==> config.mk <==
export PLATFORM = sky130hd
export DESIGN_NAME = instr_fetch_prefetch_flat
export DESIGN_NICKNAME = d
export VERILOG_FILES = /design/src/rtl/fetch_pkg.sv /design/src/rtl/instr_fetch_prefetch_if.sv /design/src/rtl/prefetch_fifo.sv /design/src/rtl/instr_fetch_prefetch.sv /design/src/flat_wrapper.sv
export SDC_FILE = /design/constraint.sdc
export NUM_CORES = 1
export LEC_CHECK = 0
export BUFFER_PORTS_ARGS = -buffer_cell sky130_fd_sc_hd__buf_2
export CAP_MARGIN = 20
export CORE_ASPECT_RATIO = 1.5
export CORE_MARGIN = 4
export CORE_UTILIZATION = 60
export CTS_CLUSTER_SIZE = 25
export DETAILED_ROUTE_END_ITERATION = 10
export PLACE_DENSITY_LB_ADDON = 0.15
export SLEW_MARGIN = 20
export SYNTH_ARGS = -nofsm -noshare
export SYNTH_HDL_FRONTEND = slang
export SYNTH_HIERARCHICAL = 1
export SYNTH_SLANG_ARGS = --single-unit
==> constraint.sdc <==
create_clock -name clk -period 7.7 [get_ports clk]
set_clock_uncertainty 0.15 [all_clocks]
set_input_delay 1.54 -clock clk [delete_from_list [all_inputs] [get_ports clk]]
set_output_delay 1.54 -clock clk [all_outputs]
set_load 0.1 [all_outputs]
==> src/rtl/fetch_pkg.sv <==
// Shared types and helpers for the prefetching instruction-fetch unit.
package fetch_pkg;

  localparam int FETCH_ADDR_W = 32;
  localparam int FETCH_DATA_W = 32;

  typedef enum logic [1:0] {
    IDLE  = 2'd0,
    FETCH = 2'd1,
    HALT  = 2'd2
  } fetch_state_t;

  // One prefetch buffer entry at the default address/data widths.
  typedef struct packed {
    logic [FETCH_ADDR_W-1:0] pc;
    logic [FETCH_DATA_W-1:0] instr;
    logic                    fault;
  } fetch_entry_t;

  // Pointer width for a power-of-two FIFO depth.
  function automatic int ptr_width(input int depth);
    return (depth < 2) ? 1 : $clog2(depth);
  endfunction

endpackage

==> src/rtl/instr_fetch_prefetch_if.sv <==
// Wishbone classic bus bundle between the fetch unit (master) and memory (slave).
interface instr_fetch_prefetch_if #(
  parameter int ADDR_WIDTH = 32,
  parameter int DATA_WIDTH = 32
);

  logic                      wb_cyc_o;
  logic                      wb_stb_o;
  logic                      wb_ack_i;
  logic                      wb_err_i;
  logic [ADDR_WIDTH-1:0]     wb_adr_o;
  logic [DATA_WIDTH-1:0]     wb_dat_o;
  logic [DATA_WIDTH-1:0]     wb_dat_i;
  logic [DATA_WIDTH/8-1:0]   wb_sel_o;
  logic                      wb_we_o;

  modport master (
    output wb_cyc_o, wb_stb_o, wb_adr_o, wb_dat_o, wb_sel_o, wb_we_o,
    input  wb_ack_i, wb_err_i, wb_dat_i
  );

  modport slave (
    input  wb_cyc_o, wb_stb_o, wb_adr_o, wb_dat_o, wb_sel_o, wb_we_o,
    output wb_ack_i, wb_err_i, wb_dat_i
  );

endinterface

==> src/rtl/prefetch_fifo.sv <==
// Show-ahead synchronous FIFO with flush; head reads zero when empty.
module prefetch_fifo import fetch_pkg::*; #(
  parameter int WIDTH = 65,
  parameter int DEPTH = 4,
  localparam int PTR_W = ptr_width(DEPTH),
  localparam int CNT_W = PTR_W + 1
) (
  input  logic             clk,
  input  logic             reset_n,
  input  logic             flush,
  input  logic             push,
  input  logic [WIDTH-1:0] push_data,
  input  logic             pop,
  output logic [WIDTH-1:0] head_data,
  output logic [CNT_W-1:0] count
);

  logic [WIDTH-1:0] mem [DEPTH];
  logic [PTR_W-1:0] wr_ptr_reg;
  logic [PTR_W-1:0] rd_ptr_reg;
  logic [CNT_W-1:0] count_reg;
  logic             do_push;
  logic             do_pop;
  logic [DEPTH-1:0] wr_en;

  // A flush wins over any push or pop in the same cycle.
  assign do_push = push && !flush;
  assign do_pop  = pop && !flush && (count_reg != '0);

  for (genvar gi = 0; gi < DEPTH; gi++) begin : g_wr_en
    assign wr_en[gi] = do_push && (wr_ptr_reg == PTR_W'(gi));
  end

  // Storage write; entries carry no reset since count gates visibility.
  always_ff @(posedge clk) begin
    for (int i = 0; i < DEPTH; i++) begin
      if (wr_en[i]) mem[i] <= push_data;
    end
  end

  // Pointers wrap naturally over PTR_W bits; count disambiguates full/empty.
  always_ff @(posedge clk) begin
    if (!reset_n || flush) begin
      wr_ptr_reg <= '0;
      rd_ptr_reg <= '0;
      count_reg  <= '0;
    end else begin
      if (do_push) wr_ptr_reg <= wr_ptr_reg + PTR_W'(1);
      if (do_pop)  rd_ptr_reg <= rd_ptr_reg + PTR_W'(1);
      case ({do_push, do_pop})
        2'b10:   count_reg <= count_reg + CNT_W'(1);
        2'b01:   count_reg <= count_reg - CNT_W'(1);
        default: count_reg <= count_reg;
      endcase
    end
  end

  assign head_data = (count_reg != '0) ? mem[rd_ptr_reg] : '0;
  assign count     = count_reg;

endmodule

==> src/rtl/instr_fetch_prefetch.sv <==
// Prefetching fetch unit: Wishbone classic reads into a show-ahead FIFO,
// redirect flush with in-flight discard, and bus-error halt.
module instr_fetch_prefetch import fetch_pkg::*; #(
  parameter int                    ADDR_WIDTH = 32,
  parameter int                    DATA_WIDTH = 32,
  parameter logic [ADDR_WIDTH-1:0] RESET_PC   = 32'h8000_0000,
  parameter int                    DEPTH      = 4
) (
  input  logic                  clk,
  input  logic                  reset_n,
  input  logic                  redirect_valid,
  input  logic [ADDR_WIDTH-1:0] redirect_pc,
  output logic                  out_valid,
  input  logic                  out_ready,
  output logic [ADDR_WIDTH-1:0] out_pc,
  output logic [DATA_WIDTH-1:0] out_instr,
  output logic                  out_fault,
  instr_fetch_prefetch_if.master wb
);

  localparam int                    BYTES      = DATA_WIDTH / 8;
  localparam int                    FIFO_W     = ADDR_WIDTH + DATA_WIDTH + 1;
  localparam int                    CNT_W      = ptr_width(DEPTH) + 1;
  localparam logic [ADDR_WIDTH-1:0] PC_INC     = ADDR_WIDTH'(BYTES);
  localparam logic [ADDR_WIDTH-1:0] ALIGN_MASK = ~(ADDR_WIDTH'(BYTES - 1));

  fetch_state_t          state_reg, state_next;
  logic [ADDR_WIDTH-1:0] fetch_pc_reg, fetch_pc_next;
  logic [ADDR_WIDTH-1:0] adr_reg, adr_next;
  logic                  discard_reg, discard_next;

  logic                  push;
  logic [FIFO_W-1:0]     push_data;
  logic                  pop;
  logic [FIFO_W-1:0]     head_data;
  logic [CNT_W-1:0]      fifo_count;
  logic                  bus_done;
  logic                  room_after_push;
  logic                  room_no_push;

  assign bus_done = (state_reg == FETCH) && (wb.wb_ack_i || wb.wb_err_i);
  // A pop coinciding with a redirect is lost in the flush anyway.
  assign pop      = out_valid && out_ready && !redirect_valid;

  // Room for another fetch once this cycle's push/pop have been applied.
  assign room_after_push = (int'(fifo_count) + 1 - int'(pop)) < DEPTH;
  assign room_no_push    = (int'(fifo_count) - int'(pop)) < DEPTH;

  prefetch_fifo #(
    .WIDTH (FIFO_W),
    .DEPTH (DEPTH)
  ) u_fifo (
    .clk       (clk),
    .reset_n   (reset_n),
    .flush     (redirect_valid),
    .push      (push),
    .push_data (push_data),
    .pop       (pop),
    .head_data (head_data),
    .count     (fifo_count)
  );

  // State registers.
  always_ff @(posedge clk) begin
    if (!reset_n) begin
      state_reg    <= IDLE;
      fetch_pc_reg <= RESET_PC;
      adr_reg      <= '0;
      discard_reg  <= 1'b0;
    end else begin
      state_reg    <= state_next;
      fetch_pc_reg <= fetch_pc_next;
      adr_reg      <= adr_next;
      discard_reg  <= discard_next;
    end
  end

  // Next-state, fetch address and FIFO push decisions; redirect has priority.
  always_comb begin
    state_next    = state_reg;
    fetch_pc_next = fetch_pc_reg;
    adr_next      = adr_reg;
    discard_next  = discard_reg;
    push          = 1'b0;
    push_data     = '0;
    if (redirect_valid) begin
      fetch_pc_next = redirect_pc & ALIGN_MASK;
      case (state_reg)
        FETCH: begin
          if (bus_done) begin
            state_next   = IDLE;
            discard_next = 1'b0;
          end else begin
            discard_next = 1'b1;
          end
        end
        HALT:    state_next = IDLE;
        default: state_next = IDLE;
      endcase
    end else begin
      case (state_reg)
        IDLE: begin
          if (fifo_count < CNT_W'(DEPTH)) begin
            state_next = FETCH;
            adr_next   = fetch_pc_reg;
          end
        end
        FETCH: begin
          if (bus_done) begin
            if (discard_reg) begin
              discard_next = 1'b0;
              if (room_no_push) adr_next = fetch_pc_reg;
              else              state_next = IDLE;
            end else if (wb.wb_ack_i) begin
              push          = 1'b1;
              push_data     = {1'b0, fetch_pc_reg, wb.wb_dat_i};
              fetch_pc_next = fetch_pc_reg + PC_INC;
              if (room_after_push) adr_next = fetch_pc_reg + PC_INC;
              else                 state_next = IDLE;
            end else begin
              push       = 1'b1;
              push_data  = {1'b1, fetch_pc_reg, {DATA_WIDTH{1'b0}}};
              state_next = HALT;
            end
          end
        end
        default: state_next = state_reg;
      endcase
    end
  end

  assign wb.wb_cyc_o = (state_reg == FETCH);
  assign wb.wb_stb_o = (state_reg == FETCH);
  assign wb.wb_adr_o = adr_reg;
  assign wb.wb_sel_o = {BYTES{state_reg == FETCH}};
  assign wb.wb_dat_o = '0;
  assign wb.wb_we_o  = 1'b0;

  assign out_valid = (fifo_count != '0);
  assign {out_fault, out_pc, out_instr} = head_data;

endmodule
==> src/flat_wrapper.sv <==
// flat-port wrapper written by rule: the top's interface ports become plain ports
module instr_fetch_prefetch_flat import fetch_pkg::*;
#(
  parameter int                    ADDR_WIDTH = 32,
  parameter int                    DATA_WIDTH = 32,
  parameter logic [ADDR_WIDTH-1:0] RESET_PC   = 32'h8000_0000,
  parameter int                    DEPTH      = 4
)
  (clk, reset_n, redirect_valid, redirect_pc, out_valid, out_ready, out_pc, out_instr, out_fault, wb_wb_cyc_o, wb_wb_stb_o, wb_wb_adr_o, wb_wb_dat_o, wb_wb_sel_o, wb_wb_we_o, wb_wb_ack_i, wb_wb_err_i, wb_wb_dat_i);
  instr_fetch_prefetch_if #(.ADDR_WIDTH(ADDR_WIDTH), .DATA_WIDTH(DATA_WIDTH)) wb_i ();
  input  logic clk;
  input  logic reset_n;
  input  logic redirect_valid;
  input  logic [ADDR_WIDTH-1:0] redirect_pc;
  output logic out_valid;
  input  logic out_ready;
  output logic [ADDR_WIDTH-1:0] out_pc;
  output logic [DATA_WIDTH-1:0] out_instr;
  output logic out_fault;
  output wire logic [$bits(wb_i.wb_cyc_o)-1:0] wb_wb_cyc_o;
  output wire logic [$bits(wb_i.wb_stb_o)-1:0] wb_wb_stb_o;
  output wire logic [$bits(wb_i.wb_adr_o)-1:0] wb_wb_adr_o;
  output wire logic [$bits(wb_i.wb_dat_o)-1:0] wb_wb_dat_o;
  output wire logic [$bits(wb_i.wb_sel_o)-1:0] wb_wb_sel_o;
  output wire logic [$bits(wb_i.wb_we_o)-1:0] wb_wb_we_o;
  input wire logic [$bits(wb_i.wb_ack_i)-1:0] wb_wb_ack_i;
  input wire logic [$bits(wb_i.wb_err_i)-1:0] wb_wb_err_i;
  input wire logic [$bits(wb_i.wb_dat_i)-1:0] wb_wb_dat_i;
  assign wb_wb_cyc_o = wb_i.wb_cyc_o;
  assign wb_wb_stb_o = wb_i.wb_stb_o;
  assign wb_wb_adr_o = wb_i.wb_adr_o;
  assign wb_wb_dat_o = wb_i.wb_dat_o;
  assign wb_wb_sel_o = wb_i.wb_sel_o;
  assign wb_wb_we_o = wb_i.wb_we_o;
  assign wb_i.wb_ack_i = wb_wb_ack_i;
  assign wb_i.wb_err_i = wb_wb_err_i;
  assign wb_i.wb_dat_i = wb_wb_dat_i;
  instr_fetch_prefetch #(.ADDR_WIDTH(ADDR_WIDTH), .DATA_WIDTH(DATA_WIDTH), .RESET_PC(RESET_PC), .DEPTH(DEPTH)) u_core (.clk(clk), .reset_n(reset_n), .redirect_valid(redirect_valid), .redirect_pc(redirect_pc), .out_valid(out_valid), .out_ready(out_ready), .out_pc(out_pc), .out_instr(out_instr), .out_fault(out_fault), .wb(wb_i));
endmodule
==> results list <==
- In this run the number of H-tree levels came out at 1.
- Number of filler instances in the final layout: 1682
- Total power after layout: roughly 3.7 mW
* Proportion of netlist area held by the largest area contributor: a little over half
* Cells along the critical path: buf_4, mux4_2, nor2b_1, buf_2
* Reported max-cap violation count: 0
- Number of buffers inserted during clock tree synthesis: 30
- The register with the most flip-flops in the layout has 260 of them.
- Data arrival at the endpoint of the critical path: approximately 3.1 ns
* Setup-failing EPs final: 0
- Area delta synth->final: 12.09%
- Post-CTS resize count: 0
* Static leakage: 5.997 nW
- Adding up every negative setup slack in the final design gives 0 ns.
- Sequential area share after synthesis: between 60% and 70%
- The synthesized design contains roughly 330 register bits.
- Summed over all instances, the cell type with the most area after synthesis is sky130_fd_sc_hd__edfxtp_1.
- Setup repair bufs after CTS: 0
* Ratio of final minimum period to clock period: ~62%
* Largest fanout on the critical path: between 40 and 50
* Sum of overflow across all layers after global routing: 0
- Max Transition Viols Final: 0
- For this configuration, the core starts out at a cell density of around 60%.
* Unrepaired setup endpoints after global routing: false
* Number of warnings issued by yosys: 6
- Number of synthesized flops with an enable pin: 260
* Post-detailed-route count of antenna-violating nets: 0
- By area the synthesized netlist is led by sky130_fd_sc_hd__edfxtp_1 53%, sky130_fd_sc_hd__mux4_2 10%, sky130_fd_sc_hd__dfxtp_1 9.9%, sky130_fd_sc_hd__nor2b_1 2.2%, sky130_fd_sc_hd__xor2_1 2.2%.
- Commonest non-fill, non-tap cell in the layout: sky130_fd_sc_hd__edfxtp_1
* Routed WL: 30.34 mm
- IR Drop Worst-Case VDD: roughly 0.18 mV
* Total global-route track usage: between 20% and 30%
* Largest incremental delay on the critical path: around 0.94 ns
- Post-layout minimum cycle time: about 4.8 ns
* Post-Synthesis Cell Area: about 15000 um^2
- Clock transition at the registers of the reported paths: approximately 0.060 ns
- Yosys cell types: between 50 and 60
* Max clock buf depth: 3
- CTS hold repair buffers: 0
- Gate family responsible for the most delay along the worst path: flip-flops
- Number of global-route vias before repair: 8800
* Clock Sinks: 332
- Synth Flop Type: sky130_fd_sc_hd__edfxtp_1
- Die span in y: approximately 200 um
- In this run the worst hold path is classified as flip-flop to flip-flop.
- Synthesis handed over a netlist of a little over 1000 instances.
- The worst setup path is launched from a flip-flop.
* Path type of the worst setup path: flip-flop to output port
- Most used cells in the layout excluding fill and tap cells: 260 x sky130_fd_sc_hd__edfxtp_1, 169 x sky130_fd_sc_hd__buf_2, 70 x sky130_fd_sc_hd__dfxtp_1, 65 x sky130_fd_sc_hd__mux4_2, 52 x sky130_fd_sc_hd__nor2b_1
- Worst path buffer plus inverter count: 2
* Average cell area after synthesis: 14.46 um^2
- Routability congestion estimate: between 0.9 and 1
- Final net count: 1227
* Vias per std cell: 5.812
- Port Buf Inserts: roughly 170
- Die W: 135.5 um
- I/O pin total: slightly above 200
- The wire-length estimate of the detail-placed layout is about 18 mm.
- For flop-to-flop paths, the worst setup slack is ~4.2 ns.
* Antenna violations before repair: 0
* Slew at the pin with the worst max-slew slack: ~1.0 ns
* Row count: just under 70
- TritonCTS built the clock tree.
- For the worst setup path, the data required time is 6.01 ns.
- The clock reaches the later pin of the worst-skew pair after between 0.5 and 0.6 ns.
- # DRC: 0
- The total area inside the core boundary comes to about 24000 um^2.
- Peak clock frequency supported by timing: about 0.21 GHz
- The number of hold violations in the final report was 0.
* Fraction of final layout cells sized beyond drive strength 1: 26.45%
- Kind of end point of the critical path: output port
* Vias after detailed routing: roughly 8700
- 1st-iter DRT viols: 507
- Standard cell with the maximum stage delay on the critical path: sky130_fd_sc_hd__dfxtp_4
* Clock root buffer: sky130_fd_sc_hd__clkbuf_16
- Measured against its own limit, the worst slew margin works out to between 30% and 40%.
* Power density over the cells: about 230 nW/um^2
* Pre-Repair DR Iteration Count: 5
* Largest net degree at the start of global routing: 68
- The die covers 26980 um^2.
- Outcome: finished, final reports clean
- Of all flip-flops after synthesis, the portion carrying an async set or reset was 0%.
- The first global-routing pass estimated approximately 47 mm of wire.
- Average detailed-routed wire length per instance: roughly 20 um
cell usage after synthesis, types with 11 or more instances:
library cell               count
sky130_fd_sc_hd__clkbuf_1     33
sky130_fd_sc_hd__a211oi_1     16
sky130_fd_sc_hd__buf_2        31
sky130_fd_sc_hd__nand4_1      25
sky130_fd_sc_hd__edfxtp_1    260
sky130_fd_sc_hd__xor2_1       36
sky130_fd_sc_hd__nand2_1      26
sky130_fd_sc_hd__nor2b_1      52
sky130_fd_sc_hd__nor4_1       11
sky130_fd_sc_hd__o21ai_0      21
sky130_fd_sc_hd__a21oi_1      39
sky130_fd_sc_hd__and2b_1      16
sky130_fd_sc_hd__and2_1       32
sky130_fd_sc_hd__xnor2_1      19
sky130_fd_sc_hd__mux4_2       65
sky130_fd_sc_hd__nor3_1       24
sky130_fd_sc_hd__o31ai_1      19
sky130_fd_sc_hd__dfxtp_1      72
sky130_fd_sc_hd__buf_4        41
sky130_fd_sc_hd__nor2_1       32
sky130_fd_sc_hd__inv_1        15
sky130_fd_sc_hd__and3_1       35
sky130_fd_sc_hd__nand3_1      18
tightest hold or removal path, cell delays in order (launching register included):
cell and delay (ns):
sky130_fd_sc_hd__dfxtp_1 0.31, sky130_fd_sc_hd__o21ai_0 0.07, sky130_fd_sc_hd__a21oi_1 0.09
cell type report:
type / count / area (um^2) / area share (%)
flip-flops and latches: 332 / 9256 / 56.48
multi-input cells: 590 / 4821 / 29.42
repair buffers: 180 / 928.4 / 5.665
clock buffers: 37 / 777.0 / 4.741
well taps: 319 / 399.1 / 2.435
clock inverters: 18 / 147.6 / 0.9009
inverters: 15 / 56.30 / 0.3436
diodes: 1 / 2.502 / 0.01527
logic make-up after synthesis:
group,synth area share (%)
fa+ha+maj,0.7360
other cells,0.02565
mux,10.56
xor+xnor,3.295
flops,63.26
simple gates,12.66
compound gates,4.365
buf+inv,5.101
path summary, 6_finish.rpt:
| kind | from | to | cells past startpoint |
|---|---|---|---|
| hold / removal | u_core/u_fifo/rd_ptr_reg[1] | flip-flop | 2 |
| hold reg to reg | u_core/u_fifo/rd_ptr_reg[1] | flip-flop | 2 |
| setup reg to reg | u_core/state_reg[0] | u_core/u_fifo/mem[1][16] | 5 |
| setup / recovery | flip-flop | out_pc[15] | 4 |
per-layer routing:
layer  GRT usage [%]  vias to the layer above  wire length (um)
met5               0                        -                 0
li1                -                     4019                 -
met3           2.922                       61              1781
met2           39.29                      320             15700
met1           28.72                     4272             11980
met4           7.658                        0               877
through the flow:
step	hold slack, ns	utilization, %	std cells	area [um^2]	worst slack (ns)
after floorplan	0.3091	-	1053	14780	2.973
final	0.3809	68.78	1492	16390	2.889
after global routing	0.4205	68.77	1491	16390	2.628
after CTS	0.3872	68.77	1491	16390	2.753
after detailed placement	0.3469	64.89	1436	15460	3.350
after global placement	0.3158	64.89	1436	15460	3.344
power breakdown:
group / switching [mW] / internal [mW]
combinational: 0.303 / 0.0673
sequential: 0.0330 / 1.94
clock: 0.617 / 0.783
total: 0.954 / 2.79
(Power assumes the default switching activity.)
